[src/rtl/usb_rw_sched_pkg.sv]
`default_nettype none
`timescale 1ns/1ps
// +----------------------------------------------------------------------+
// | usb_rw_sched_pkg                                                      |
// | Shared types for the USB read/write scheduler: the scheduler state    |
// | encoding and the request-slot record that holds a client operation.   |
// | Revision: 1.0                                                         |
// +----------------------------------------------------------------------+
package usb_rw_sched_pkg;

  // Scheduler FSM states
  typedef enum logic [1:0] {
    IDLE  = 2'd0,
    ISSUE = 2'd1,
    BUSY  = 2'd2,
    RESP  = 2'd3
  } sched_state_e;

  // One client operation as latched at grant time
  typedef struct packed {
    logic        wr;
    logic [15:0] page;
    logic [63:0] wdata;
  } req_slot_t;

  localparam int SLOT_W = $bits(req_slot_t);

endpackage
`default_nettype wire

[src/rtl/rr_arb2.sv]
`default_nettype none
`timescale 1ns/1ps
// +----------------------------------------------------------------------+
// | rr_arb2                                                               |
// | Two-client round-robin selector. With both requests high the client   |
// | not served last wins; the pointer moves only when update is pulsed.   |
// | Ports: clk, rst_n (async, active-low), req[1:0], update, served       |
// |        (index of the client just completed), grant_valid, grant_idx   |
// | Revision: 1.0                                                         |
// +----------------------------------------------------------------------+
module rr_arb2 (
  input  logic       clk,
  input  logic       rst_n,
  input  logic [1:0] req,
  input  logic       update,
  input  logic       served,
  output logic       grant_valid,
  output logic       grant_idx
);

  // Index of the client served last; resets to 1 so client 0 wins first.
  logic last_q;

  always_ff @(posedge clk or negedge rst_n) begin
    if (!rst_n) begin
      last_q <= 1'b1;
    end else if (update) begin
      last_q <= served;
    end
  end

  always_comb begin
    grant_valid = |req;
    if (req[0] && req[1]) begin
      grant_idx = ~last_q;
    end else begin
      grant_idx = req[1];
    end
  end

endmodule
`default_nettype wire

[src/rtl/usb_reg.sv]
`default_nettype none
`timescale 1ns/1ps
// +----------------------------------------------------------------------+
// | usb_reg                                                               |
// | Parameterised load/clear register with asynchronous active-low reset. |
// | Ports: clk, rst_n (async, active-low), clr (sync clear, wins over ld),|
// |        ld (load d), d [WIDTH], q [WIDTH]                              |
// | Revision: 1.0                                                         |
// +----------------------------------------------------------------------+
module usb_reg #(
  parameter int WIDTH = 8
) (
  input  logic             clk,
  input  logic             rst_n,
  input  logic             clr,
  input  logic             ld,
  input  logic [WIDTH-1:0] d,
  output logic [WIDTH-1:0] q
);

  always_ff @(posedge clk or negedge rst_n) begin
    if (!rst_n) begin
      q <= '0;
    end else if (clr) begin
      q <= '0;
    end else if (ld) begin
      q <= d;
    end
  end

endmodule
`default_nettype wire

[src/rtl/usb_rw_sched.sv]
`default_nettype none
`timescale 1ns/1ps
// +----------------------------------------------------------------------+
// | usb_rw_sched                                                          |
// | Schedules read/write requests from two clients onto one rw engine,    |
// | with round-robin arbitration and up to MAX_RETRY retries per request. |
// | Ports: clk, rst_L (async, active-low)                                 |
// |   clients : req0/1, wr0/1, page0/1[16], wdata0/1[64] in;              |
// |             done0/1, success, rdata[64] out                           |
// |   engine  : start_read, start_write, RWmemPage[16], RW_data_write[64] |
// |             out; protocol_free, rwFSM_done, read_success,             |
// |             write_success, RW_data_read[64] in                        |
// | Revision: 1.0                                                         |
// +----------------------------------------------------------------------+
module usb_rw_sched
  import usb_rw_sched_pkg::*;
#(
  parameter int MAX_RETRY = 3
) (
  input  logic        clk,
  input  logic        rst_L,
  input  logic        req0,
  input  logic        req1,
  input  logic        wr0,
  input  logic        wr1,
  input  logic [15:0] page0,
  input  logic [15:0] page1,
  input  logic [63:0] wdata0,
  input  logic [63:0] wdata1,
  output logic        done0,
  output logic        done1,
  output logic        success,
  output logic [63:0] rdata,
  output logic        start_read,
  output logic        start_write,
  output logic [15:0] RWmemPage,
  output logic [63:0] RW_data_write,
  input  logic        protocol_free,
  input  logic        rwFSM_done,
  input  logic        read_success,
  input  logic        write_success,
  input  logic [63:0] RW_data_read
);

  localparam logic [2:0] RETRY_LIMIT = 3'(MAX_RETRY);

  sched_state_e state_q, state_d;
  req_slot_t    slot_d, op_q;
  logic         client_q;
  logic [2:0]   retry_q;
  logic         result_q;

  logic grant_valid, grant_idx;
  logic grant_take, busy_done, outcome, retry_take, rd_ld;

  rr_arb2 u_arb (
    .clk         (clk),
    .rst_n       (rst_L),
    .req         ({req1, req0}),
    .update      (state_q == RESP),
    .served      (client_q),
    .grant_valid (grant_valid),
    .grant_idx   (grant_idx)
  );

  // Operands of the granted client, frozen for the whole transaction
  assign slot_d.wr    = grant_idx ? wr1    : wr0;
  assign slot_d.page  = grant_idx ? page1  : page0;
  assign slot_d.wdata = grant_idx ? wdata1 : wdata0;

  assign grant_take = (state_q == IDLE) && grant_valid;
  assign busy_done  = (state_q == BUSY) && rwFSM_done;
  assign outcome    = op_q.wr ? write_success : read_success;
  assign retry_take = busy_done && !outcome && (retry_q < RETRY_LIMIT);
  assign rd_ld      = busy_done && outcome && !op_q.wr;

  usb_reg #(.WIDTH(SLOT_W)) u_op_reg (
    .clk   (clk),
    .rst_n (rst_L),
    .clr   (1'b0),
    .ld    (grant_take),
    .d     (slot_d),
    .q     (op_q)
  );

  usb_reg #(.WIDTH(64)) u_rdata_reg (
    .clk   (clk),
    .rst_n (rst_L),
    .clr   (1'b0),
    .ld    (rd_ld),
    .d     (RW_data_read),
    .q     (rdata)
  );

  always_ff @(posedge clk or negedge rst_L) begin
    if (!rst_L) begin
      state_q  <= IDLE;
      client_q <= 1'b0;
      retry_q  <= '0;
      result_q <= 1'b0;
    end else begin
      state_q <= state_d;
      if (grant_take) begin
        client_q <= grant_idx;
        retry_q  <= '0;
      end
      if (retry_take) begin
        retry_q <= retry_q + 3'd1;
      end
      if (busy_done) begin
        result_q <= outcome;
      end
    end
  end

  always_comb begin
    state_d     = state_q;
    start_read  = 1'b0;
    start_write = 1'b0;
    case (state_q)
      IDLE: begin
        if (grant_valid) state_d = ISSUE;
      end
      ISSUE: begin
        start_write = op_q.wr;
        start_read  = ~op_q.wr;
        if (protocol_free) state_d = BUSY;
      end
      BUSY: begin
        if (rwFSM_done) begin
          state_d = retry_take ? ISSUE : RESP;
        end
      end
      RESP: begin
        state_d = IDLE;
      end
      default: state_d = IDLE;
    endcase
  end

  assign done0         = (state_q == RESP) && !client_q;
  assign done1         = (state_q == RESP) && client_q;
  assign success       = (state_q == RESP) && result_q;
  assign RWmemPage     = op_q.page;
  assign RW_data_write = op_q.wdata;

endmodule
`default_nettype wire

[config.mk]
export PLATFORM = sky130hd
export DESIGN_NAME = usb_rw_sched
export DESIGN_NICKNAME = d
export VERILOG_FILES = /design/src/rtl/usb_rw_sched_pkg.sv /design/src/rtl/rr_arb2.sv /design/src/rtl/usb_reg.sv /design/src/rtl/usb_rw_sched.sv
export SDC_FILE = /design/constraint.sdc
export NUM_CORES = 1
export LEC_CHECK = 0
export CAP_MARGIN = 20
export CORE_MARGIN = 2
export CORE_UTILIZATION = 35
export CTS_CLUSTER_DIAMETER = 150
export DETAILED_ROUTE_END_ITERATION = 8
export MAX_ROUTING_LAYER = met4
export PLACE_DENSITY = 0.71
export SLEW_MARGIN = 5
export SYNTH_ARGS = -nofsm -noshare
export SYNTH_HDL_FRONTEND = slang
export SYNTH_SLANG_ARGS = --single-unit
[constraint.sdc]
create_clock -name clk -period 4.64 [get_ports clk]
set_input_delay 0.464 -clock clk [delete_from_list [all_inputs] [get_ports clk]]
set_output_delay 0.464 -clock clk [all_outputs]
set_load 0.03 [all_outputs]
## Word-level counts from Yosys, hierarchy flattened

Index checks and enable logic that the tools add are counted.

- Bits in registers: 153
- Input port bits: 234
- Output and inout bits: 149

- Add/sub/neg operators: 1
- $lt $le $gt $ge: 1
- Equality and inequality tests: 6
- Mux-type cells: 14
- Bitwise gates (word level): 2
- Reduce and logical (&&, ||, !) cells: 17

Operators by type and width:

| cell | number |
|---|---|
| 64-bit two-way mux | 1 |
| 16-bit two-way mux | 1 |
| 1-bit logical AND | 10 |
| 2-bit two-way mux | 4 |
| 2-bit case mux with 4 select lines | 1 |
| 3-bit two-way mux | 2 |
| 2-bit != test, second input constant | 3 |
| 1-bit two-way mux | 5 |
| 2-bit == test, second input constant | 2 |
| 3-bit by 1-bit adder with 3-bit output, second input constant | 1 |
| 1-bit zero test | 3 |
| 3-bit by 2-bit < comparator with 1-bit output, second input constant | 1 |
| 3-bit AND reduction | 1 |
| 2-bit by 1-bit == test with 1-bit output, second input constant | 1 |
| 2-bit zero test | 1 |
| 1-bit inverter | 2 |
| 2-bit nonzero test | 1 |
| 2-bit OR reduction | 1 |

## Depth between registers and ports, before layout

- Depth in word-level cells: 7
- Gate-level depth with buffers: 5

## Hierarchy

A second synthesis with hierarchy kept.

- Cell total of the unflattened synthesis: 604
- Area, all modules: 7380.8 µm²

By module, submodules not included:

| module | times used | cells an instance | area an instance (µm²) | sequential area each (µm²) |
|---|---|---|---|---|
| usb_reg at u_op_reg | 1 | 261 | 3308.2 | 2026.9 |
| usb_reg at u_rdata_reg | 1 | 206 | 2611.3 | 1601.5 |
| usb_rw_sched | 1 | 133 | 1406.3 | 175.2 |
| rr_arb2 | 1 | 4 | 55.1 | 26.3 |

## Least setup slack after synthesis

No wires, ideal clock.

- Path type: input-to-reg
- Start point: input port req1
- End point: register u_op_reg.q[72]
- Arrival time: 1509 ps
- Slack: 3006 ps
- Stages on the path: 5
- Path buffers: 2
- Cell sequence: a21boi_1 > buf_6 > buf_6 > mux2_2 > mux2_2

- Cells in the longest elaborated chain, start to end: 3
- Elaborated cells between the ends (all ways): 5
- Those cells by class: mux: 2; reduce/logical: 3

RTL lines:

| item | line | RTL |
|---|---|---|
| start, declared | usb_rw_sched.sv:23 | `input logic req1,` |
| 1-bit logical AND | rr_arb2.sv:34 | `if (req[0] && req[1]) begin` |
| 1-bit two-way mux | rr_arb2.sv:34 |  |
| 16-bit two-way mux | usb_rw_sched.sv:68 | `assign slot_d.page = grant_idx ? page1 : page0;` |
| end signal, assigned | usb_reg.sv:23 | `q <= '0;` |
| end signal, assigned | usb_reg.sv:25 | `q <= '0;` |
| end signal, assigned | usb_reg.sv:27 | `q <= d;` |
| end, declared | usb_reg.sv:18 | `output logic [WIDTH-1:0] q` |

Parallel ways exist; a longest one is shown, timed or not.
A chain may end at the register's enable or synchronous reset.

## Worst setup path after layout

- Start point: register state_q[1]
- End point: output port start_write

- Cells in the longest elaborated chain, start to end: 2

RTL lines:

| item | line | RTL |
|---|---|---|
| start, declared | usb_rw_sched.sv:47 | `sched_state_e state_q, state_d;` |
| start signal, assigned | usb_rw_sched.sv:102 | `state_q <= state_d;` |
| 2-bit by 1-bit == test with 1-bit output | usb_rw_sched.sv:120 | `case (state_q)` |
| 1-bit two-way mux | usb_rw_sched.sv:120 |  |
| end, declared | usb_rw_sched.sv:35 | `output logic start_write,` |

No other way between the ends.

==> metrics.cfg <==
[worst_setup_path]
crit_arrival_ps = 1960
endpoint = start_write
r2r_setup_slack_ps = 2270
cp_slowest_stage_delay_ps = 680
cp-start-kind = register
critPathMaxFanout = 9
cp_cell_sequence = or2b_1 -> nor2_1 -> clkdlybuf4s50_1
r2r_end = u_rdata_reg.q[6]
endpoint_kind = output port
reg2reg_from = state_q[0]
required_ps = 4180
ff2ff_path_depth = 4
crit_slowest_cell = clkdlybuf4s50_1
criticalPathCategory = register to output port
cp-startpoint = state_q[1]

[synthesis]
syn-instance-count = 520
synth.avg_cell_area_um2 = 14.9
yosysSeqAreaShare_pct = 49.5
synthesis.area_um2 = 7740
synth_cell_types = 29
ys_warn_count = 0
syn-num-nets = 755
ys_ff_latch = 153

[power_and_ir_drop]
worst_ir_drop_vdd_v = 0.000409
p_int_mw = 4.85
clock_power_share_pct = 16.8
p_seq_share_pct = 29.8
switching_share_pct = 38.9
power_density_nw_per_um2 = 680
p_leak_nw = 4.84
p_total_mw = 7.95
p_switching_mw = 3.09
power_frac_comb_pct = 53.4

[floorplan]
pin_count = 383
dieArea_um2 = 23300
die_y_um = 153
die_x_um = 153
coreArea_um2 = 21800
start_util_pct = 35.6
rows = 54

[timing]
worst_pin_slew_ps = 912
fin_setup_tns_ps = 0
fin_crit_ps = 2430
period_share_pct = 52.3
skew_ps = 12.5
timing.fmax_ghz = 0.412
slew_headroom_pct = 39.1
hold_viol_final = 0
rsz0062_at_grt = no
setup_viol = 0
slew_violations = 0

[clock_tree]
cts_tree = done
cts_setup_buffers = 0
clk_pin_slew_worst_paths_ps = 70
cts_sinks = 153
postCtsResizedCells = 0
cts_buffers = 17
cts_max_level = 4
cts_buffer_depth = 2
insertion_delay_ps = 420
root_buffer = clkbuf_16
cts-hold-fix-buffers = 0

[placed_design]
place.port_buffers = 382
dpl_cell_area_um2 = 11100
dp_hpwl_um = 14600
place_congestion = 0.770

[cells_and_area]
area.sequential_um2 = 3830
drive_above_1_share_pct = 31.8
fillCellCount = 1890
syn2layout_area_growth_pct = 51.0
diodes = 0
multi_input_area_um2 = 3010
fin_area_um2 = 11700
nets = 1058

[grt]
track_usage_pct = 17.3
grt_pass1_wl_um = 30400
antenna_found_initial = 0
grt_pass1_vias = 5364
grt_start_max_net_pins = 83
grt_overflow = 0

[drt]
wire_per_inst_um = 17.5
first_pass_iters = 4
drc_errors = 0
drt-initial-drc-count = 160
postRouteAntennaNets = 0
vias = 5082
wirelength_um = 19500
viasPerCell = 4.55

[min_path]
holdCritPathClass = input port to asynchronous set/reset pin

[job]
drv_cap = 0

[status]
outcome = finished, final reports clean

cell usage in the layout (no fill, tap or decap), types with 2 or more instances in the layout:
master           instances
nor2_1                   6
mux2_1                   2
clkbuf_16               17
clkinvlp_4               2
clkinv_4                 4
buf_4                    3
mux2i_1                  6
o2bb2ai_1                2
inv_1                    5
mux2_2                 162
clkdlybuf4s50_1        381
nor2b_1                  2
dfrtp_1                152
inv_8                    3
inv_6                    5
o21ai_0                  3
mux2_4                  60
buf_12                   3
metal layers:
layer | up-vias | track usage, % | wire length [um]
met5 | - | - | 0
met4 | 0 | 4.50 | 232
met3 | 16 | 5.26 | 1400
met2 | 227 | 28.8 | 9770
met1 | 2491 | 20.5 | 8080
li1 | 2348 | - | -
registers in the layout (all words and copies together), names as in the netlist:
name           cells
result_q           1
client_q           1
u_arb.last_q       1
state_q            2
u_op_reg.q        81
retry_q            3
u_rdata_reg.q     64
worst min-delay path by stage:
stage,start,to,slack [ps],cells after the start
3_3_place_gp,u_op_reg.q[1],u_op_reg.q[1],470,1
5_1_grt,rst_L,u_op_reg.q[33],80,1
6_report,rst_L,u_op_reg.q[33],40,1
4_1_cts,rst_L,u_op_reg.q[33],70,1
2_1_floorplan,rst_L,client_q,170,0
3_5_place_dp,retry_q[2],retry_q[2],490,1
power by group through the flow:
stage	clock network, mW	logic, mW	registers, mW
after floorplan	0	2.59	2.84
after global routing	1.45	4.44	2.47
after detailed placement	0	4.29	2.38
final	1.33	4.24	2.37
after CTS	1.39	4.29	2.38
after global placement	0	4.25	2.38
stage by stage:
step / hold WS, ps / setup slack, ps / util, % / instances
after global placement: 468 / 1810 / 51.1 / 1084
after global routing: 76.3 / 2120 / 53.7 / 1116
after floorplan: 168 / 3010 / - / 520
after detailed placement: 487 / 1800 / 51.1 / 1084
final: 36.7 / 2210 / 53.7 / 1116
after CTS: 67.5 / 2190 / 53.7 / 1116
cell usage after synthesis (all sizes together):
library cell  instances  area [um2]
a21boi                1        7.51
ha                    1        12.5
inv                   5        18.8
nand4                 1        6.26
o21ai                 3        15.0
a21o                  1        7.51
a22o                  1        8.76
nor2                  7        33.8
a21oi                 1        5.00
or2                   1        6.26
nand3b                1        11.3
o32ai                 1        8.76
o2bb2ai               2        17.5
nand2                 1        3.75
dfrtp               152        3800
nor3                  1        5.00
or2b                  1        7.51
mux2                224        2750
nor3b                 1        12.5
and3                  1        6.26
buf                 104         893
dfstp                 1        26.3
mux2i                 6        60.1
nor2b                 2        12.5
critical path: cells and delay by family, from the launching register on:
kind	cells	cell delay, ps
and+or+nand+nor	2	400
buffers and inverters	1	680
DFF	1	460
area by class of cell:
type / instances / share of cell area [%]
timing repair buffer: 388 / 33.4
clock inverter: 14 / 1.09
multi-input combinational: 258 / 25.8
sequential: 153 / 32.8
clock buffer: 18 / 3.76
inverter: 5 / 0.161
tap: 280 / 3.00
logic make-up after synthesis:
group / share of synthesized area, %
mux: 36.3
flops: 49.5
buf+inv: 11.8
simple gates: 1.36
compound gates: 0.906
fa+ha+maj: 0.162
No activity file was read; power rests on OpenSTA's default activity.
